<file path="config.mk">
export PLATFORM = sky130hd
export DESIGN_NAME = vector_fetch
export DESIGN_NICKNAME = d
export VERILOG_FILES = /design/src/rtl/vector_fetch.sv
export SDC_FILE = /design/constraint.sdc
export NUM_CORES = 1
export LEC_CHECK = 0
export ABC_AREA = 1
export CAP_MARGIN = 20
export CORE_MARGIN = 4
export CORE_UTILIZATION = 51
export DETAILED_ROUTE_END_ITERATION = 12
export PLACE_DENSITY = 0.84
export SLEW_MARGIN = 10
export SYNTH_ARGS = -nofsm -noshare
export SYNTH_HDL_FRONTEND = slang
export SYNTH_SLANG_ARGS = --single-unit
</file>
<file path="constraint.sdc">
create_clock -name clk -period 3.2 [get_ports clk]
set_clock_uncertainty 0.1 [all_clocks]
set_input_delay 0.32 -clock clk [delete_from_list [all_inputs] [get_ports clk]]
set_output_delay 0.32 -clock clk [all_outputs]
set_load 0.02 [all_outputs]
</file>
<file path="src/rtl/vector_fetch.sv">
`default_nettype none
// +--------------------------------------------------------------------------+
// | Module   : vector_fetch                                                  |
// | Purpose  : Frame-level fetch sequencer for the vector display path.      |
// |            Walks the display list through an external address counter   |
// |            (inc/zero) and a synchronous memory (rdata one cycle after    |
// |            the address), tracks the pen position and turns every         |
// |            beam-on word into a line segment for the downstream line      |
// |            drawer over a valid/ready handshake.                          |
// | Ports    : clk, rst (async, active-high)                                 |
// |            frame_start  - pulse, start walking the list from address 0   |
// |            count_adr    - current address counter value                  |
// |            rdata        - {eol, beam, x, y} word for previous address    |
// |            inc / zero   - address counter advance / clear                |
// |            seg_valid / seg_ready, seg_x0/y0/x1/y1 - segment handshake    |
// |            busy, frame_done (pulse), overrun (sticky per frame)          |
// | Options  : VFETCH_SKIPZERO_EN - drop zero-length draws (treated as move) |
// | Revision : 1.0 - initial release                                         |
// +--------------------------------------------------------------------------+
module vector_fetch #(
   parameter int ADDRESSWIDTH = 10,
   parameter int COORDW       = 10
) (
   input  logic                    clk,
   input  logic                    rst,
   input  logic                    frame_start,
   input  logic [ADDRESSWIDTH-1:0] count_adr,
   input  logic [2*COORDW+1:0]     rdata,
   output logic                    inc,
   output logic                    zero,
   output logic                    seg_valid,
   input  logic                    seg_ready,
   output logic [COORDW-1:0]       seg_x0,
   output logic [COORDW-1:0]       seg_y0,
   output logic [COORDW-1:0]       seg_x1,
   output logic [COORDW-1:0]       seg_y1,
   output logic                    busy,
   output logic                    frame_done,
   output logic                    overrun
);

   localparam logic [ADDRESSWIDTH-1:0] C_TOP_ADR = {ADDRESSWIDTH{1'b1}};

   typedef enum logic [2:0] {
      S_IDLE  = 3'd0,
      S_CLEAR = 3'd1,
      S_ADDR  = 3'd2,
      S_FETCH = 3'd3,
      S_EMIT  = 3'd4,
      S_DONE  = 3'd5
   } state_t;

   state_t            r_state;
   logic [COORDW-1:0] r_px;
   logic [COORDW-1:0] r_py;

   logic              w_eol;
   logic              w_beam;
   logic [COORDW-1:0] w_x;
   logic [COORDW-1:0] w_y;
   logic              w_at_top;
   logic              w_zero_len;
   logic              w_draw;
   logic              w_advance;

   assign w_eol    = rdata[2*COORDW+1];
   assign w_beam   = rdata[2*COORDW];
   assign w_x      = rdata[2*COORDW-1:COORDW];
   assign w_y      = rdata[COORDW-1:0];
   assign w_at_top = (count_adr == C_TOP_ADR);

`ifdef VFETCH_SKIPZERO_EN
   assign w_zero_len = (w_x == r_px) && (w_y == r_py);
`else
   assign w_zero_len = 1'b0;
`endif

   // A draw word that actually produces a segment
   assign w_draw = w_beam && !w_zero_len;

   // The current non-eol word is finished with this cycle: a move decoded in
   // FETCH, or a segment handed off in EMIT.
   assign w_advance = ((r_state == S_FETCH) && !w_eol && !w_draw) ||
                      ((r_state == S_EMIT) && seg_ready);

   // inc must be decided in the same cycle the word is consumed so that the
   // counter shows the next address during the following ADDR cycle; it is
   // therefore the one output decoded from the current state and inputs.
   assign inc = w_advance && !w_at_top;

   always_ff @(posedge clk or posedge rst) begin
      if (rst) begin
         r_state    <= S_IDLE;
         r_px       <= '0;
         r_py       <= '0;
         zero       <= 1'b0;
         seg_valid  <= 1'b0;
         seg_x0     <= '0;
         seg_y0     <= '0;
         seg_x1     <= '0;
         seg_y1     <= '0;
         busy       <= 1'b0;
         frame_done <= 1'b0;
         overrun    <= 1'b0;
      end else begin
         zero       <= 1'b0;
         frame_done <= 1'b0;
         case (r_state)
            S_IDLE: begin
               if (frame_start) begin
                  r_state <= S_CLEAR;
                  zero    <= 1'b1;
                  busy    <= 1'b1;
                  overrun <= 1'b0;
                  r_px    <= '0;
                  r_py    <= '0;
               end
            end
            S_CLEAR: begin
               r_state <= S_ADDR;
            end
            S_ADDR: begin
               r_state <= S_FETCH;
            end
            S_FETCH: begin
               if (w_eol) begin
                  r_state    <= S_DONE;
                  frame_done <= 1'b1;
               end else begin
                  r_px <= w_x;
                  r_py <= w_y;
                  if (w_draw) begin
                     seg_x0    <= r_px;
                     seg_y0    <= r_py;
                     seg_x1    <= w_x;
                     seg_y1    <= w_y;
                     seg_valid <= 1'b1;
                     r_state   <= S_EMIT;
                  end else if (w_at_top) begin
                     overrun    <= 1'b1;
                     frame_done <= 1'b1;
                     r_state    <= S_DONE;
                  end else begin
                     r_state <= S_ADDR;
                  end
               end
            end
            S_EMIT: begin
               if (seg_ready) begin
                  seg_valid <= 1'b0;
                  if (w_at_top) begin
                     overrun    <= 1'b1;
                     frame_done <= 1'b1;
                     r_state    <= S_DONE;
                  end else begin
                     r_state <= S_ADDR;
                  end
               end
            end
            S_DONE: begin
               busy    <= 1'b0;
               r_state <= S_IDLE;
            end
            default: begin
               busy      <= 1'b0;
               seg_valid <= 1'b0;
               r_state   <= S_IDLE;
            end
         endcase
      end
   end

endmodule
`default_nettype wire

</file>
==> results.json <==
{
  "antenna_cells": 0,
  "yosys.area.top_type": "dfrtp_1",
  "cts_buffers": 9,
  "yosysWarnings": 0,
  "grt_pass1_wl_um": 10400,
  "grt_max_degree": 82,
  "synthTopCellsByCount": "dfrtp_1, nand2_1, inv_1",
  "end_kind": "primary output",
  "vias": 2221,
  "die_area_um2": 7120,
  "crit_required_ps": 2780,
  "dieWidth_um": 84.4,
  "yosysMostFrequentCell": "dfrtp_1",
  "hold_viol": 0,
  "drt_iter0_markers": 87,
  "drt-wirelength-per-cell_um": 13.4,
  "postCtsSetupBuffers": 0,
  "io_pins": 82,
  "area_growth_pct": 31.7,
  "async_reset_ff_share_pct": 100,
  "worst-path-stages": 8,
  "dp_hpwl_um": 4230,
  "synth.top_cells.by_area": "dfrtp_1, o21ai_2, nand2_1",
  "drv_cap": 0,
  "rows": 27,
  "root_buffer": "clkbuf_8",
  "synth.distinct_cells": 19,
  "final.min_clock_period_ps": 2560,
  "initial_utilization_pct": 53.4,
  "antenna_found_initial": 0,
  "cts_tree": "built",
  "worstRegToRegCells": 5,
  "relSlewSlack_pct": 32.4,
  "hold_buffers": 0,
  "yosysSeqAreaShare_pct": 57.2,
  "drc": 0,
  "track_usage_pct": 18.0,
  "worst_pin_slew_ps": 1010,
  "cts_buffer_depth": 2,
  "ff2ff_setup_slack_ps": 1300,
  "clock_latency_ps": 330,
  "grt_pass1_vias": 2257,
  "path_class": "flop to primary output",
  "nets": 411,
  "path_cells": "nor2_1 -> nand2_1 -> nor2_1 -> inv_1 -> o21ai_0 -> nand2_1 -> inv_1 -> clkdlybuf4s50_1",
  "path_clk_slew_ps": 70,
  "route.antenna.remaining_nets": 0,
  "finalCritPeriodShare_pct": 80.1,
  "viasPerCell": 4.91,
  "port_buffers": 81,
  "synth_edf_count": 0,
  "syn_nets": 331,
  "whs_ps": 306,
  "setup_viol": 0,
  "synth.top_cell.area_share_pct": 57.2,
  "p_leak_uw": 0.00192,
  "wl_um": 6040,
  "max_freq_mhz": 390,
  "critPathBufInv": 3,
  "rsz0062_at_grt": "no",
  "die_h_um": 84.4,
  "setup_tns_ps": 0,
  "startpoint_type": "flop",
  "cpPeakStageDelay_ps": 590,
  "layout-drive-gt1-share_pct": 16.8,
  "cp_slowest_cell": "clkdlybuf4s50_1",
  "netlist_instances": 295,
  "slew_violations": 0,
  "crit_fanout": 5,
  "power_density_nw_per_um2": 915,
  "avgSynthCellArea_um2": 10.1,
  "hold_class": "input pin to async pin",
  "core-area_um2": 5570,
  "synth_seq_cells": 68,
  "ir_drop_mv": 0.589,
  "cpLargestDelayFamily": "buffers and inverters",
  "drt_pass1_iterations": 4,
  "cts_resized": 0,
  "htreeDepth": 3,
  "cts_sinks": 68,
  "status": "finished, final reports clean",
  "cp.arrival_ps": 2140,
  "timing.rr.start": "r_state[1]$_DFFE_PP0P_",
  "synthFlopType": "dfrtp_1",
  "place_congestion": 0.871,
  "place_inst": 436,
  "instances_no_fill": 452,
  "place_ws_ps": 893,
  "reg2reg_to": "seg_y1[4]$_DFFE_PP0P_",
  "grt.overflow.total": 0,
  "synth_area_um2": 2980,
  "finalWorstSetupSlack_ps": 638
}
worst max path at each step:
stage,startpoint,to
2_1_floorplan,rst,busy$_DFFE_PP0P_
3_3_place_gp,count_adr[8],inc
3_5_place_dp,count_adr[3],inc
4_1_cts,r_state[0]$_DFFE_PP0P_,inc
5_1_grt,r_state[0]$_DFFE_PP0P_,inc
6_report,r_state[0]$_DFFE_PP0P_,inc
where the power goes:
part | total [uW] | internal [uW] | switching, uW | leakage, uW
logic | 1600 | 701 | 895 | 0.000942
registers | 1390 | 1210 | 184 | 0.000884
clock network | 597 | 297 | 301 | 0.0000889
state kept, by name, summed over array words and instances, names as in the netlist:
| signal | flops |
|---|---|
| r_px | 10 |
| r_py | 10 |
| seg_x0 | 10 |
| seg_x1 | 10 |
| seg_y0 | 10 |
| seg_y1 | 10 |
| r_state | 3 |
| busy | 1 |
| frame_done | 1 |
| overrun | 1 |
| seg_valid | 1 |
| zero | 1 |
stage by stage:
step / util [%] / cell area, um2 / power, uW
2_1_floorplan: - / 2980 / 2430
3_3_place_gp: 67.3 / 3750 / 2960
3_5_place_dp: 67.3 / 3750 / 3020
4_1_cts: 70.3 / 3920 / 3620
5_1_grt: 70.3 / 3920 / 3830
6_report: 70.3 / 3920 / 3580
routing by layer:
metal / vias to the layer above / routed length (um) / track usage [%]
met1: 1047 / 2660 / 22.7
met3: 10 / 342 / 4.51
met2: 68 / 2920 / 30.0
met4: 0 / 116 / 7.34
li1: 1096 / - / -
met5: - / 0 / 0
placed cells by master (no fill, tap or decap), drive strengths merged, types with 3 or more instances in the layout:
cell / count
clkdlybuf4s50: 81
dfrtp: 68
nand2: 63
inv: 55
o21ai: 44
o22ai: 20
nor2: 15
clkbuf: 11
nand3: 9
clkinv: 4
a21oi: 3
final cells by class:
class	count	area (um2)
flip-flops and latches	68	1700
clock inverters	5	27.5
inverters	55	206
clock buffers	11	141
multi-input cells	159	921
repair buffers	82	831
well taps	72	90.1
fillers	424	1660
worst register-to-register path, cell delays in order (launching register included):
cell,delay (ps)
dfrtp_1,450
nand2_2,120
nor2_4,160
nand2_4,520
nand2_1,320
o21ai_2,70
cells by family (layout without fill, tap and decap cells):
group | after synthesis | count (layout) | synth area share, %
compound gates | 70 | 70 | 18.1
flops | 68 | 68 | 57.2
buf+inv | 68 | 153 | 11.9
simple gates | 89 | 89 | 12.9
No activity file was read; power rests on OpenSTA's default activity.
